[src/rtl/pc_pkg.sv]
// Shared types and helpers for the fetch-stage program-counter generator.
package pc_pkg;

    typedef enum logic {
        S_IDLE,
        S_RUN
    } state_e;

    typedef enum logic [2:0] {
        SEL_HOLD,
        SEL_SEQ,
        SEL_RAS,
        SEL_BR,
        SEL_TRAP
    } sel_e;

    // Keeps every bit except the low `align` bits; the caller slices the result to XLEN.
    function automatic logic [63:0] align_mask(input int align);
        return ~((64'd1 << align) - 64'd1);
    endfunction

endpackage

[src/rtl/pc_ras.sv]
// Circular return-address stack: a write pointer plus a count that saturates at RAS_DEPTH.
// When the stack is full, a push overwrites the oldest entry.
module pc_ras #(
    parameter int XLEN      = 32,
    parameter int RAS_DEPTH = 4
) (
    input  logic            clk_i,
    input  logic            rst_n_i,
    input  logic            push_i,
    input  logic            pop_i,
    input  logic            clear_i,
    input  logic [XLEN-1:0] push_data_i,
    output logic [XLEN-1:0] top_o,
    output logic            empty_o,
    output logic            full_o
);
    localparam int PW = $clog2(RAS_DEPTH);
    localparam int CW = PW + 1;
    localparam logic [CW-1:0] DEPTH_C = CW'(RAS_DEPTH);

    logic [XLEN-1:0] mem_q [RAS_DEPTH];
    logic [PW-1:0]   ptr_q, ptr_d, top_idx, wr_idx;
    logic [CW-1:0]   cnt_q, cnt_d;
    logic            wr_en;

    // ptr_q points at the next free slot, so the top sits one entry below it.
    assign top_idx = ptr_q - PW'(1);
    assign top_o   = mem_q[top_idx];
    assign empty_o = (cnt_q == '0);
    assign full_o  = (cnt_q == DEPTH_C);

    // A push together with a pop replaces the top in place instead of moving the pointer.
    assign wr_en  = push_i && !clear_i;
    assign wr_idx = pop_i ? top_idx : ptr_q;

    always_comb begin
        ptr_d = ptr_q;
        cnt_d = cnt_q;
        if (clear_i) begin
            ptr_d = '0;
            cnt_d = '0;
        end else if (push_i && pop_i) begin
            ptr_d = ptr_q;
            cnt_d = cnt_q;
        end else if (push_i) begin
            ptr_d = ptr_q + PW'(1);
            if (cnt_q != DEPTH_C) begin
                cnt_d = cnt_q + CW'(1);
            end
        end else if (pop_i) begin
            ptr_d = ptr_q - PW'(1);
            cnt_d = cnt_q - CW'(1);
        end
    end

    always_ff @(posedge clk_i) begin
        if (!rst_n_i) begin
            ptr_q <= '0;
            cnt_q <= '0;
        end else begin
            ptr_q <= ptr_d;
            cnt_q <= cnt_d;
        end
    end

    always_ff @(posedge clk_i) begin
        if (rst_n_i && wr_en) begin
            mem_q[wr_idx] <= push_data_i;
        end
    end

endmodule

[src/rtl/pc_gen.sv]
// Fetch-stage PC generator with IDLE/RUN control, stall hold, prioritised redirects
// (trap > branch > return prediction) and a return-address stack.
module pc_gen
    import pc_pkg::*;
#(
    parameter int              XLEN      = 32,
    parameter logic [XLEN-1:0] RST_VEC   = 32'h0000_0000,
    parameter logic [XLEN-1:0] TRAP_VEC  = 32'h0000_0100,
    parameter int              INC       = 4,
    parameter int              ALIGN     = 2,
    parameter int              RAS_DEPTH = 4
) (
    input  logic            clk_i,
    input  logic            rst_n_i,
    input  logic            start_i,
    input  logic            stall_i,
    input  logic            trap_i,
    input  logic            redirect_i,
    input  logic [XLEN-1:0] redirect_pc_i,
    input  logic            call_i,
    input  logic            ret_i,
    output logic [XLEN-1:0] pc_o,
    output logic            pc_valid_o,
    output logic            ras_empty_o,
    output logic            ras_full_o
);
    localparam logic [63:0]     MASK64 = align_mask(ALIGN);
    localparam logic [XLEN-1:0] MASK   = MASK64[XLEN-1:0];

    state_e          state_q, state_d;
    sel_e            sel;
    logic [XLEN-1:0] pc_q, pc_d, pc_seq, ras_top;
    logic            ras_push, ras_pop, ras_clear, ras_empty, ras_full;

    assign pc_seq = pc_q + XLEN'(INC);

    // Next-state and select decode; IDLE ignores everything except start_i.
    always_comb begin
        state_d   = state_q;
        sel       = SEL_HOLD;
        ras_push  = 1'b0;
        ras_pop   = 1'b0;
        ras_clear = 1'b0;
        case (state_q)
            S_IDLE: begin
                if (start_i) begin
                    state_d = S_RUN;
                end
            end
            S_RUN: begin
                if (trap_i) begin
                    sel       = SEL_TRAP;
                    ras_clear = 1'b1;
                end else if (redirect_i) begin
                    sel = SEL_BR;
                end else if (stall_i) begin
                    sel = SEL_HOLD;
                end else begin
                    ras_push = call_i;
                    if (ret_i && !ras_empty) begin
                        sel     = SEL_RAS;
                        ras_pop = 1'b1;
                    end else begin
                        sel = SEL_SEQ;
                    end
                end
            end
            default: state_d = S_IDLE;
        endcase
    end

    always_comb begin
        pc_d = pc_q;
        case (sel)
            SEL_HOLD: pc_d = pc_q;
            SEL_SEQ:  pc_d = pc_seq;
            SEL_RAS:  pc_d = ras_top;
            SEL_BR:   pc_d = redirect_pc_i & MASK;
            SEL_TRAP: pc_d = TRAP_VEC & MASK;
            default:  pc_d = pc_q;
        endcase
    end

    always_ff @(posedge clk_i) begin
        if (!rst_n_i) begin
            state_q <= S_IDLE;
            pc_q    <= RST_VEC;
        end else begin
            state_q <= state_d;
            pc_q    <= pc_d;
        end
    end

    pc_ras #(
        .XLEN      (XLEN),
        .RAS_DEPTH (RAS_DEPTH)
    ) u_ras (
        .clk_i       (clk_i),
        .rst_n_i     (rst_n_i),
        .push_i      (ras_push),
        .pop_i       (ras_pop),
        .clear_i     (ras_clear),
        .push_data_i (pc_seq),
        .top_o       (ras_top),
        .empty_o     (ras_empty),
        .full_o      (ras_full)
    );

    assign pc_o        = pc_q;
    assign pc_valid_o  = (state_q == S_RUN);
    assign ras_empty_o = ras_empty;
    assign ras_full_o  = ras_full;

endmodule
[config.mk]
export PLATFORM = sky130hd
export DESIGN_NAME = pc_gen
export DESIGN_NICKNAME = d
export VERILOG_FILES = /design/src/rtl/pc_pkg.sv /design/src/rtl/pc_ras.sv /design/src/rtl/pc_gen.sv
export SDC_FILE = /design/constraint.sdc
export NUM_CORES = 1
export LEC_CHECK = 0
export ABC_AREA = 1
export ABC_CLOCK_PERIOD_IN_PS = 6600
export CAP_MARGIN = 5
export CORE_UTILIZATION = 60
export CTS_BUF_LIST = sky130_fd_sc_hd__clkbuf_16
export CTS_CLUSTER_DIAMETER = 40
export DETAILED_ROUTE_END_ITERATION = 8
export GPL_TIMING_DRIVEN = 0
export PLACE_DENSITY = 0.89
export SYNTH_ARGS = -nofsm -noshare
export SYNTH_HDL_FRONTEND = slang
export SYNTH_SLANG_ARGS = --single-unit
[constraint.sdc]
create_clock -name clk_i -period 6.6 [get_ports clk_i]
set_clock_uncertainty 0.15 [all_clocks]
set_input_delay 1.65 -clock clk_i [delete_from_list [all_inputs] [get_ports clk_i]]
set_output_delay 1.65 -clock clk_i [all_outputs]
set_load 0.01 [all_outputs]
==> impl_metrics.json <==
{
  "numPortBuffers": 72,
  "cts_resized": 0,
  "max_stage_delay_ps": 540,
  "setup_slack_ps": 2520,
  "initial_core_util": 0.620,
  "outcome": "complete, no violations",
  "cts_tree": "done",
  "drc": 0,
  "path_depth": 11,
  "ys_seq_area_frac": 0.584,
  "dr.pass1.iters": 6,
  "grt_use_total": 0.336,
  "drv_slew": 0,
  "fin_crit_sh": 0.619,
  "ant_nets": 0,
  "layout_min_cycle_time_ps": 4080,
  "gp_congestion": 0.991,
  "cp_top_family": "buffers and inverters",
  "die_x_um": 117,
  "hold_violations": 0,
  "drt-initial-drc-count": 809,
  "syn_to_final_growth_pct": 20.4,
  "cp.required_ps": 6590,
  "hold_buffers": 0,
  "synthDistinctLibCells": 30,
  "vias": 6796,
  "synth_seq_cells": 166,
  "wl_um": 21600,
  "hold_path_depth": 2,
  "synth_nets": 952,
  "h-tree-depth": 4,
  "intPower_w": 0.00178,
  "seqPwrFrac": 0.512,
  "grt_pass1_vias": 6445,
  "cts_sinks": 166,
  "grt_max_degree": 27,
  "die_area_sq_mm": 0.0136,
  "tns_ps": 0,
  "min_from": "u_ras.cnt_q[1]$_SDFFE_PP0P_",
  "grt_overflow": 0,
  "maxCapViolCount": 0,
  "setup_violations": 0,
  "r2r-end": "u_ras.mem_q[0][9]$_DFFE_PP_",
  "cp_slowest_cell": "nor2_4",
  "rsz0062_at_grt": "false",
  "root_buffer": "clkbuf_16",
  "syn_area_sq_mm": 0.00789,
  "grt_util_met3": 0.0742,
  "path_class": "in2reg",
  "rrSetupSlack_ps": 3790,
  "synth_area_per_cell_sq_um": 8.67,
  "power.switching_w": 0.000539,
  "clockBufferDepth": 2,
  "end_kind": "register",
  "final_util": 0.747,
  "rr_startpoint": "u_ras.cnt_q[0]$_SDFFE_PP0P_",
  "gr-usage-met2": 0.544,
  "cp-start-kind": "primary input",
  "numCtsBuffers": 17,
  "yosys_warnings": 0,
  "drive_gt1_frac": 0.0923,
  "tightest_slew_ps": 676,
  "diodes": 0,
  "path_clk_slew_ps": 60,
  "grt_pass1_wl_um": 33000,
  "viasPerCell": 5.71,
  "hold_end": "u_ras.cnt_q[1]$_SDFFE_PP0P_",
  "power.share.switching": 0.233,
  "rr_worst_depth": 9,
  "design.core.area_sq_mm": 0.0127,
  "clock_latency_ps": 430,
  "syn_inst": 910,
  "grtUsageMet1": 0.433,
  "power_frac_comb": 0.086,
  "die_y_um": 117,
  "cp.arrival_ps": 4070,
  "io-pin-count": 75,
  "cts_setup_buffers": 0,
  "hp-class": "reg2reg",
  "fmax_mhz": 245,
  "dp_hpwl_um": 15000,
  "nets": 1047,
  "pre_cts_ws_ps": 2090,
  "drt-wirelength-per-cell_um": 18.2,
  "rows": 41,
  "peakVddDrop_v": 0.000216,
  "power_density_mw_per_mm2": 244,
  "top_usage_layer": "met2",
  "path_cells": "clkdlybuf4s50_1 -> inv_1 -> nand2_1 -> inv_2 -> nand2_2 -> nor2_4 -> buf_6 -> xor2_2 -> inv_1 -> nor2_4 -> buf_16",
  "antenna_found_initial": 0,
  "path_buf_inv": 6,
  "cp_max_fo": 17,
  "relSlewSlack": 0.548,
  "p_leak_nw": 3.70,
  "clkPwrFrac": 0.403
}
-- worst reg2reg max path, cell delays in order (launching register included) --
cell and delay [ps]:
dfxtp_1 380, inv_1 90, nand3_1 110, nand2_1 100, nor2_4 180, buf_6 190
xor2_2 340, inv_1 200, nor2_4 540, buf_16 240
-- synth_stat cells, drive strengths merged --
cell	count	area, sq um
xor2	11	119
nand3b	1	7.51
and2	1	6.26
o211ai	3	22.5
clkbuf	9	33.8
nand3	45	225
nor2	114	509
edfxtp	128	3840
dfxtp	38	761
a22oi	2	15.0
inv	53	199
fa	1	20.0
o21bai	3	22.5
o21ai	50	250
a21oi	41	213
ha	1	12.5
nand4	1	6.26
nand2	381	1460
buf	27	169
-- area by class of cell --
type                    instances  area, sq um
inverters                      53          199
multi-input cells             655         2910
clock buffers                  17          425
fillers                       876         3220
well taps                     172          215
repair buffers                 76          816
clock inverters                15          123
flip-flops and latches        166         4600
plain buffers                  36          203
-- how the worst max path moves through the flow --
stage                              endpoint       start  slack (ps)
2_1_floorplan   u_ras.mem_q[0][0]$_DFFE_PP_      trap_i        2180
3_3_place_gp   u_ras.mem_q[2][26]$_DFFE_PP_      trap_i         680
3_5_place_dp   u_ras.mem_q[0][28]$_DFFE_PP_      trap_i        2090
4_1_cts         u_ras.mem_q[0][2]$_DFFE_PP_      trap_i        2520
5_1_grt         u_ras.mem_q[0][2]$_DFFE_PP_  redirect_i        2370
6_report        u_ras.mem_q[0][9]$_DFFE_PP_      trap_i        2520
-- through the flow --
stage,power [W],hold WS [ps],instance area (sq um),std cells
CTS,0.00230,358,9500,1190
floorplan,0.00129,321,7890,910
finish,0.00232,357,9500,1190
global placement,0.00139,343,8830,1154
detailed placement,0.00140,350,8950,1158
global route,0.00238,395,9500,1190
-- logic make-up after synthesis --
group                    share of synthesized area
AO/OA/AOI/OAI                               0.0663
buffers and inverters                       0.0509
XOR/XNOR                                    0.0151
AND/OR/NAND/NOR                              0.280
adder cells (fa/ha/maj)                    0.00412
flip-flops                                   0.584
-- layout by cell type, fill, tap and decap left out, types with 2 or more instances in the layout --
| master | count |
|---|---|
| nor2_4 | 10 |
| edfxtp_1 | 128 |
| nor2_1 | 95 |
| o21bai_1 | 3 |
| inv_1 | 50 |
| o21ai_0 | 41 |
| clkbuf_16 | 17 |
| nand2_1 | 373 |
| o21ai_1 | 9 |
| xor2_2 | 3 |
| nor2_2 | 8 |
| clkbuf_1 | 9 |
| a21oi_2 | 2 |
| buf_6 | 3 |
| buf_4 | 6 |
| buf_12 | 2 |
| clkdlybuf4s50_1 | 72 |
| o211ai_1 | 3 |
| a21oi_1 | 39 |
| buf_2 | 18 |
| buf_16 | 2 |
| a22oi_1 | 2 |
| xor2_1 | 8 |
| dfxtp_1 | 38 |
| clkinv_1 | 4 |
| nand3_1 | 45 |
| bufinv_16 | 2 |
| inv_2 | 6 |
| nand2_2 | 7 |
| clkinv_2 | 4 |
-- state kept, by name, indices dropped and copies added (netlist names) --
name and cells:
u_ras.mem_q 128, u_ras.cnt_q 3, pc_valid_o 1, u_ras.ptr_q 2, pc_o 32
-- metal layers --
metal,routed length [um],vias up,part of all wire
li1,-,3139,-
met1,8420,3124,0.39
met2,10300,445,0.47
met3,2120,88,0.098
met4,833,0,0.038
met5,0,-,0
-- power by group through the flow --
| stage | clock (W) | combinational, W | sequential (W) |
|---|---|---|---|
| 6_report | 0.000933 | 0.000199 | 0.00119 |
| 3_3_place_gp | 0 | 0.000185 | 0.00121 |
| 5_1_grt | 0.000973 | 0.000216 | 0.00119 |
| 4_1_cts | 0.000924 | 0.000196 | 0.00118 |
| 3_5_place_dp | 0 | 0.000193 | 0.00121 |
| 2_1_floorplan | 0 | 0.0000915 | 0.00120 |
Note: power is estimated with default switching activity, not from simulation.
